$ cat src/rtl/ssb_seq_gen.sv
`default_nettype none
// ssb_seq_gen: generates the 38.211 PSS then SSS BPSK sequences as AXI-stream IQ samples.
// Revision 1.0
module ssb_seq_gen #(
  parameter int OUT_DW    = 32,
  parameter int AMPLITUDE = 8191
) (
  input  logic              clk_i,
  input  logic              reset_ni,
  input  logic [8:0]        N_id_1_i,
  input  logic [1:0]        N_id_2_i,
  input  logic              start_i,
  output logic [OUT_DW-1:0] m_axis_out_tdata,
  output logic              m_axis_out_tvalid,
  input  logic              m_axis_out_tready,
  output logic              m_axis_out_tlast,
  output logic              m_axis_out_tuser,
  output logic              busy_o,
  output logic              error_o
);

  localparam int            c_hw  = OUT_DW / 2;
  localparam logic [c_hw-1:0] c_pos = c_hw'(AMPLITUDE);
  localparam logic [c_hw-1:0] c_neg = c_hw'(-AMPLITUDE);

  typedef enum logic [2:0] {
    S_IDLE = 3'd0,
    S_CALC = 3'd1,
    S_SEEK = 3'd2,
    S_PSS  = 3'd3,
    S_SSS  = 3'd4
  } state_t;

  state_t           r_state, w_next;
  logic [8:0]       r_nid1;
  logic [1:0]       r_nid2;
  logic [6:0]       r_mp, r_m0, r_m1, r_s, r_seek;
  logic [6:0]       r_pss, r_x0, r_x1;
  logic [6:0]       r_cnt;
  logic [OUT_DW-1:0] r_tdata;
  logic             r_tvalid, r_tlast, r_tuser, r_error;

  logic             w_start_ok, w_gen, w_xfer, w_bit;
  logic [1:0]       w_q;
  logic [6:0]       w_mp, w_m0, w_m1, w_s;

  // Bit k of each LFSR window holds x(i+k); bit 0 is the current output x(i).
  function automatic logic [6:0] f_step_a(input logic [6:0] x);
    return {x[4] ^ x[0], x[6:1]};
  endfunction

  function automatic logic [6:0] f_step_b(input logic [6:0] x);
    return {x[1] ^ x[0], x[6:1]};
  endfunction

  assign w_start_ok = start_i && (N_id_1_i <= 9'd335) && (N_id_2_i != 2'd3);

  assign w_q  = (r_nid1 >= 9'd224) ? 2'd2 : (r_nid1 >= 9'd112) ? 2'd1 : 2'd0;
  assign w_mp = 7'(r_nid2) * 7'd43;
  assign w_m0 = 7'(w_q) * 7'd15 + 7'(r_nid2) * 7'd5;
  assign w_m1 = 7'(r_nid1 - 9'(w_q) * 9'd112);

  always_comb begin
    w_s = w_mp;
    if (w_m0 > w_s) w_s = w_m0;
    if (w_m1 > w_s) w_s = w_m1;
  end

  // r_cnt == 127 in SSS means all samples generated, waiting for the last to drain.
  assign w_gen  = ((r_state == S_PSS) || ((r_state == S_SSS) && (r_cnt != 7'd127)))
                  && (!r_tvalid || m_axis_out_tready);
  assign w_xfer = r_tvalid && m_axis_out_tready;
  assign w_bit  = (r_state == S_PSS) ? r_pss[0] : (r_x0[0] ^ r_x1[0]);

  always_ff @(posedge clk_i or negedge reset_ni) begin
    if (!reset_ni) r_state <= S_IDLE;
    else           r_state <= w_next;
  end

  always_comb begin
    w_next = r_state;
    case (r_state)
      S_IDLE: if (w_start_ok) w_next = S_CALC;
      S_CALC: w_next = (w_s == 7'd0) ? S_PSS : S_SEEK;
      S_SEEK: if (r_seek == r_s - 7'd1) w_next = S_PSS;
      S_PSS:  if (w_gen && (r_cnt == 7'd126)) w_next = S_SSS;
      S_SSS:  if ((r_cnt == 7'd127) && w_xfer) w_next = S_IDLE;
      default: w_next = S_IDLE;
    endcase
  end

  always_ff @(posedge clk_i or negedge reset_ni) begin
    if (!reset_ni) begin
      r_nid1   <= '0;
      r_nid2   <= '0;
      r_mp     <= '0;
      r_m0     <= '0;
      r_m1     <= '0;
      r_s      <= '0;
      r_seek   <= '0;
      r_pss    <= '0;
      r_x0     <= '0;
      r_x1     <= '0;
      r_cnt    <= '0;
      r_tdata  <= '0;
      r_tvalid <= 1'b0;
      r_tlast  <= 1'b0;
      r_tuser  <= 1'b0;
      r_error  <= 1'b0;
    end else begin
      r_error <= 1'b0;
      case (r_state)
        S_IDLE: begin
          if (w_start_ok) begin
            r_nid1 <= N_id_1_i;
            r_nid2 <= N_id_2_i;
            r_pss  <= 7'b1110110;
            r_x0   <= 7'b0000001;
            r_x1   <= 7'b0000001;
            r_cnt  <= '0;
          end else if (start_i) begin
            r_error <= 1'b1;
          end
        end
        S_CALC: begin
          r_mp   <= w_mp;
          r_m0   <= w_m0;
          r_m1   <= w_m1;
          r_s    <= w_s;
          r_seek <= '0;
        end
        S_SEEK: begin
          if (r_seek < r_mp) r_pss <= f_step_a(r_pss);
          if (r_seek < r_m0) r_x0  <= f_step_a(r_x0);
          if (r_seek < r_m1) r_x1  <= f_step_b(r_x1);
          r_seek <= r_seek + 7'd1;
        end
        default: ;
      endcase

      if (w_gen) begin
        r_tvalid <= 1'b1;
        r_tdata  <= {{c_hw{1'b0}}, (w_bit ? c_neg : c_pos)};
        r_tlast  <= (r_cnt == 7'd126);
        r_tuser  <= (r_state == S_SSS);
        if (r_state == S_PSS) begin
          r_pss <= f_step_a(r_pss);
          r_cnt <= (r_cnt == 7'd126) ? 7'd0 : r_cnt + 7'd1;
        end else begin
          r_x0  <= f_step_a(r_x0);
          r_x1  <= f_step_b(r_x1);
          r_cnt <= r_cnt + 7'd1;
        end
      end else if (w_xfer) begin
        r_tvalid <= 1'b0;
        r_tlast  <= 1'b0;
      end
    end
  end

  assign m_axis_out_tdata  = r_tdata;
  assign m_axis_out_tvalid = r_tvalid;
  assign m_axis_out_tlast  = r_tlast;
  assign m_axis_out_tuser  = r_tuser;
  assign busy_o            = (r_state != S_IDLE);
  assign error_o           = r_error;

endmodule
`default_nettype wire

$ cat config.mk
export PLATFORM = sky130hd
export DESIGN_NAME = ssb_seq_gen
export DESIGN_NICKNAME = d
export VERILOG_FILES = /design/src/rtl/ssb_seq_gen.sv
export SDC_FILE = /design/constraint.sdc
export NUM_CORES = 1
export LEC_CHECK = 0
export CAP_MARGIN = 40
export CORE_MARGIN = 2
export CORE_UTILIZATION = 35
export CTS_CLUSTER_DIAMETER = 80
export DETAILED_ROUTE_END_ITERATION = 7
export PLACE_DENSITY = 0.64
export SLEW_MARGIN = 25
export SYNTH_ARGS = -nofsm -noshare
export SYNTH_HDL_FRONTEND = slang
export SYNTH_SLANG_ARGS = --single-unit
$ cat constraint.sdc
create_clock -name clk_i -period 4.6 [get_ports clk_i]
set_input_delay 0.92 -clock clk_i [delete_from_list [all_inputs] [get_ports clk_i]]
set_output_delay 0.92 -clock clk_i [all_outputs]
set_load 0.03 [all_outputs]
==> reports/qor.yml, run 1 <==
timing:
  worst_slack_ns: -0.0829
  finClkSkew_ns: 0.00756
  max_slew_margin_pct: 50.5
  period_share_pct: 102
  max_freq_mhz: 214
  min_period_ns: 4.68
  slew_viol_final: 0
  rsz0062_at_grt: "true"
  worst_slew_pin_slew_ns: 0.741
  hold_viol: 0
  setup_viol_count_final: 7
outcome:
  status: "finished with violations"
  violations: "negative setup slack"
global_route:
  grt-ovfl-total: 0
  antenna_found_initial: 0
  grt_pass1_wl_um: 19500
  grt_pass1_vias: 4021
  grt_max_degree: 43
  track_usage_pct: 15.1
route:
  drc: 0
  wl_per_cell_um: 14.8
  vias_per_cell: 5.10
  drtIter0Drc: 153
  drtPass1Iterations: 5
  vias: 3945
  ant_nets: 0
  routed_wl_um: 11400
power:
  finalPower_mw: 1.90
  p_leak_nw: 2.82
  vdd_drop_max_mv: 0.219
  powerDensity_nw_per_um2: 315
floorplan:
  die_w_um: 126
  core_area_sq_um: 14500
  die_h_um: 126
  initial_core_util_pct: 35.7
  rows: 44
  die_area_sq_um: 15800
  ios: 52
final_layout:
  n_antenna_cell: 0
  final_nets: 648
  final_cells: 774
  sequential_cell_area_sq_um: 2030
  syn2layout_area_growth_pct: 16.9
  fill_cells: 1381
  multi_input_comb_area_sq_um: 2800
  drive_gt1_share_pct: 14.4
critical_path:
  worstPathArrival_ns: 4.90
  endpoint_kind: "register"
  slowest_stage: "fa_1"
  critPathTopFamily: "adder cells"
  worst-path-buf-inv: 2
  start_kind: "register"
  slowest_delay_ns: 0.56
  path_class: "register to register"
  crit_path_cell_trace: "a31o_4 -> or2_4 -> fa_1 -> inv_2 -> fa_2 -> xor2_2 -> or3_1 -> a21o_2 -> a32oi_2 -> o211ai_2 -> ha_2 -> a22oi_1 -> maj3_2 -> a22oi_2 -> buf_4 -> nor3_1 -> o32a_1"
  worstPathMaxFanout: 4
  critPathRequiredTime_ns: 4.82
clocking:
  ctsHoldBuffers: 0
  clockBufferDepth: 2
  cts_buffers: 9
  cts_tree: "yes"
  clock-sinks: 81
  clkTransAtPathRegs_ns: 0.06
  clock_latency_ns: 0.34
  cts_htree_levels: 3
  cts_root_buf: "clkbuf_16"
synth:
  ys_warn_count: 0
  ys_ff_latch: 81
  synth_area_leaders: "dfrtp_1 (39%), ha_1 (9.9%), o21ai_0 (4.8%)"
  synth_ff_type: "dfrtp_1"
  mappedNetlistArea_sq_um: 5170
  synthArstFlopShare_pct: 100
  yosys.area.top_type: "dfrtp_1"
  syn-instance-count: 548
  synth_cell_types: 67
  seq_area_frac_synth_pct: 39.2
  synth-edff-count: 0
  yosysTopAreaCellShare_pct: 39.2
  postSynthAreaPerCell_sq_um: 9.43
placed_design:
  io_buffers: 35
  dp.cells: 755
  gp_congestion: 0.900
  place_hpwl_um: 8480
min_path:
  min_path_type: "register to register"
flow_run:
  drv_cap: 0
per-stage QoR:
| step | worst slack (ns) | util, % | setup TNS [ns] | hold slack [ns] | instance area, sq um |
|---|---|---|---|---|---|
| 5_1_grt | -0.217 | 41.7 | -1.19 | 0.493 | 6040 |
| 3_5_place_dp | -0.111 | 39.1 | -0.332 | 0.459 | 5670 |
| 3_3_place_gp | 0.0289 | 39.0 | 0 | 0.458 | 5650 |
| 4_1_cts | -0.0855 | 41.5 | -0.131 | 0.473 | 6010 |
| 2_1_floorplan | 0.00117 | - | 0 | 0.447 | 5230 |
| 6_report | -0.0829 | 41.7 | -0.190 | 0.468 | 6040 |
sequential cells by signal, indices dropped and copies added (netlist names), 4 cells and up:
name	count
r_s	7
r_m0	7
r_x1	7
r_nid1	9
r_m1	7
r_x0	7
r_pss	7
r_mp	4
r_cnt	7
r_seek	7
cells in the mapped netlist (all sizes together) (2+ instances only):
master,instances
and2,5
a32o,6
a21oi,14
inv,53
fa,4
a31o,2
o21a,4
or3b,2
a32oi,2
ha,41
o211ai,7
o21ai,53
xnor2,12
o31ai,7
maj3,2
a21o,12
buf,32
mux2i,10
nor2,19
and3,6
nand3,16
a22oi,3
dfrtp,81
clkbuf,11
a211oi,4
or2,5
nand2,54
o22ai,5
mux2,13
o22a,5
nor2b,4
or3,2
nor3,12
nand2b,13
xor2,9
repair_timing:
action,CTS,global route
setup endpoints to repair,7,8
cloned,1,0
resized for setup,16,4
buffers inserted,3,2
pin swaps,12,4
power by group:
part	internal [mW]	switching, mW	leakage, nW
sequential	0.772	0.0648	1.04
clock	0.370	0.278	0.122
combinational	0.173	0.244	1.65
cells in the final DEF, fill, tap and decap left out, types with 6 or more instances in the layout:
master,count
dfrtp_1,81
nand2_1,53
inv_1,50
o21ai_0,46
ha_1,37
clkdlybuf4s50_1,34
buf_4,20
nor2_1,18
nand3_1,16
conb_1,16
a21oi_1,13
xnor2_1,12
nand2b_1,12
mux2_2,12
mux2i_1,10
nor3_1,10
a21o_1,10
clkbuf_16,9
xor2_1,8
o31ai_1,7
o21ai_1,6
a32o_1,6
final cells by class:
| type | count | area share, % |
|---|---|---|
| multi-input combinational | 386 | 46.4 |
| sequential | 81 | 33.5 |
| timing repair buffer | 57 | 8.71 |
| clock buffer | 10 | 3.95 |
| tap | 184 | 3.81 |
| inverter | 53 | 3.29 |
| clock inverter | 3 | 0.331 |
final timing paths:
check | start | to | slack [ns] | cells past startpoint
setup / recovery | r_nid1[5] | r_state[0] | -0.08 | 17
max in group asynchronous | reset_ni | r_x0[5] | 3.45 | 2
hold reg to reg | m_axis_out_tdata[0] | m_axis_out_tdata[0] | 0.47 | 1
hold / removal | m_axis_out_tdata[0] | m_axis_out_tdata[0] | 0.47 | 1
setup reg to reg | r_nid1[5] | r_state[0] | -0.08 | 17
min in group asynchronous | reset_ni | r_nid2[0] | 0.56 | 1
kinds of logic (layout without fill, tap and decap cells):
logic type | after synthesis | in the layout | synth area share (%)
DFF | 81 | 81 | 39.2
muxes | 23 | 23 | 4.77
other | 1 | 16 | 0.0726
AOI/OAI and AO/OA | 134 | 134 | 17.1
xor gates and xnor gates | 21 | 21 | 3.70
and+or+nand+nor | 145 | 145 | 13.9
adders and majority gates | 47 | 47 | 11.9
buffers and inverters | 96 | 123 | 9.34
metal layers:
layer  vias to the layer above  wire (um)  global-route usage, %
met4                         0        275                   7.06
met2                        87       5620                   25.0
met1                      1896       5110                   19.4
met3                        24        414                   2.23
met5                         -          0                      0
li1                       1938          -                      -
(Power assumes the default switching activity.)
==> run 2: changes to the inputs <==
--- a/config.mk
+++ b/config.mk
@@ -5,11 +5,13 @@
 export SDC_FILE = /design/constraint.sdc
 export NUM_CORES = 1
 export LEC_CHECK = 0
+export ABC_AREA = 1
 export CAP_MARGIN = 40
-export CORE_MARGIN = 2
+export CORE_MARGIN = 5
 export CORE_UTILIZATION = 35
 export CTS_CLUSTER_DIAMETER = 80
 export DETAILED_ROUTE_END_ITERATION = 7
+export HOLD_SLACK_MARGIN = 0.08
 export PLACE_DENSITY = 0.64
 export SLEW_MARGIN = 25
 export SYNTH_ARGS = -nofsm -noshare
==> run 2 against run 1 <==
Against the previous run: the run now ends clean; maximum frequency grew 7.2%; via count increased by 12%; clock skew hardly changed; critical path type unchanged; register-to-register slack improved by 0.32 ns; sequential share of layout area decreased by 1.5 points; die area grew 14%.
==> reports/qor.yml, run 2 <==
outcome:
  status: "completed"
clocking:
  clockBufferDepth: 2
  clock_latency_ns: 0.35
  clkTransAtPathRegs_ns: 0.06
  cts_buffers: 9
  ctsHoldBuffers: 0
  clock-sinks: 81
  cts_root_buf: "clkbuf_16"
  cts_tree: "yes"
  cts_htree_levels: 3
synth:
  synth-xor-area-share_pct: 3.60
  postSynthAreaPerCell_sq_um: 7.91
  synth_ff_type: "dfrtp_1"
  syn-instance-count: 677
  synth_fa_ha_area_share_pct: 11.1
  yosys-mux-area-fraction_pct: 0
  synth-edff-count: 0
  synth_simple_gate_area_share_pct: 18.7
  yosysTopAreaCellShare_pct: 37.8
  ys_top_cells_by_count: "inv_1 (113), nand2_1 (113), dfrtp_1 (81)"
  mappedNetlistArea_sq_um: 5360
  ys_ff_latch: 81
  synthArstFlopShare_pct: 100
  synth_area_leaders: "dfrtp_1 (38%), ha_1 (9.6%), inv_1 (7.9%)"
  synth_compound_area_share_pct: 16.0
  yosys.area.top_type: "dfrtp_1"
  ys_warn_count: 0
  synth_cell_types: 37
  seq_area_frac_synth_pct: 37.8
  synth_top_family_by_area: "simple AND/OR/NAND/NOR gates"
timing:
  slew_viol_final: 0
  rsz0062_at_grt: "true"
  worst_slew_pin_slew_ns: 0.648
  finClkSkew_ns: 0.00793
  hold_ws_ns: 0.485
  period_share_pct: 94.9
  hold_viol: 0
  tns_ns: 0
  setup_viol_count_final: 0
  max_freq_mhz: 229
  min_period_ns: 4.37
  max_slew_margin_pct: 56.2
placed_design:
  gp_congestion: 0.852
  placed_area_sq_um: 5870
  place_hpwl_um: 9000
  io_buffers: 35
route:
  vias_per_cell: 4.84
  drtPass1Iterations: 6
  routed_wl_um: 12300
  drtIter0Drc: 284
  drc: 0
  wl_per_cell_um: 13.4
  vias: 4415
  ant_nets: 0
floorplan:
  rows: 45
  die_w_um: 134
  die_area_sq_um: 17900
  die_h_um: 134
  core_area_sq_um: 15100
  initial_core_util_pct: 35.5
  ios: 52
critical_path:
  worstPathArrival_ns: 4.65
  slowest_stage: "fa_1"
  slowest_delay_ns: 0.54
  crit_top_cell: "nand2_1"
  critPathRequiredTime_ns: 4.88
  reg2reg_from: "r_nid1[6]"
  worstPathMaxFanout: 7
  crit_end: "r_state[0]"
  r2r_slack_ns: 0.23
  path_class: "register to register"
  r2r_end: "r_state[0]"
  crit_start: "r_nid1[6]"
  endpoint_kind: "register"
  start_kind: "register"
  ff2ff_path_depth: 29
global_route:
  track_usage_pct: 13.9
  grt_pass1_wl_um: 20300
  grt_pass1_vias: 4139
  grt-ovfl-total: 0
  grt_max_degree: 44
  antenna_found_initial: 0
final_layout:
  top_register: "r_nid1"
  n_antenna_cell: 0
  final_cell_mix: "nand2_1 (111), inv_1 (109), dfrtp_1 (81), o21ai_0 (71), nor2_1 (45)"
  syn2layout_area_growth_pct: 18.2
  drive_gt1_share_pct: 9.93
  fill_cells: 1533
  largest_reg_flops: 9
  final_nets: 780
  design_area_sq_um: 6330
  final_common_cell: "nand2_1"
min_path:
  min_path_type: "register to register"
flow_run:
  drv_cap: 0
[run 2: layout make-up]
cell class	count	area [sq um]	area share [%]
flip-flops and latches	81	2030	32.0
well taps	188	235	3.71
inverters	115	432	6.81
clock inverters	5	87.6	1.38
clock buffers	11	243	3.83
multi-input cells	459	2790	44.1
repair buffers	54	518	8.18
[run 2: worst min path at each step]
stage,start,endpoint,slack (ns),cells after the start
global placement,r_nid1[4],r_nid1[4],0.47,2
detailed placement,r_nid1[4],r_nid1[4],0.47,2
global route,m_axis_out_tdata[0],m_axis_out_tdata[0],0.51,1
floorplan,r_m0[3],r_m0[3],0.45,2
finish,r_nid1[4],r_nid1[4],0.48,2
CTS,r_nid1[4],r_nid1[4],0.49,2
[run 2: critical path: cells and delay by family (launching register included)]
| kind | cells | cell delay [ns] |
|---|---|---|
| DFF | 1 | 0.37 |
| AOI/OAI and AO/OA | 4 | 0.59 |
| adders and majority gates | 3 | 1.36 |
| and+or+nand+nor | 18 | 1.68 |
| buffers and inverters | 4 | 0.29 |
[run 2: logic make-up (layout without fill, tap and decap cells)]
| group | after synthesis | after routing |
|---|---|---|
| simple gates | 222 | 222 |
| compound gates | 154 | 154 |
| buf+inv | 152 | 185 |
| flops | 81 | 81 |
| fa+ha+maj | 45 | 45 |
| xor+xnor | 22 | 22 |
| other cells | 1 | 16 |
[run 2: routing by layer]
layer,share of wire [%],GRT usage [%]
met5,0,0
met4,1.7,4.11
met3,4.3,3.36
met2,47,22.2
met1,47,18.8
[run 2: timing repair]
| item | CTS | global route |
|---|---|---|
| buffers inserted | 3 | 5 |
| pin swaps | 3 | 8 |
| resized for setup | 5 | 18 |
| endpoints found under the setup margin | 2 | 8 |
[run 2: metrics by stage]
step	cells	util [%]	setup WS, ns
floorplan	692	-	0.125
global placement	887	38.6	0.0797
detailed placement	889	38.9	-0.116
CTS	908	41.3	0.0290
global route	913	42.0	-0.130
finish	913	42.0	0.233
Power of run 2 is left out: the tool's default activity adds up to more than one toggle a clock period on the data nets, which glitch-free logic cannot reach.
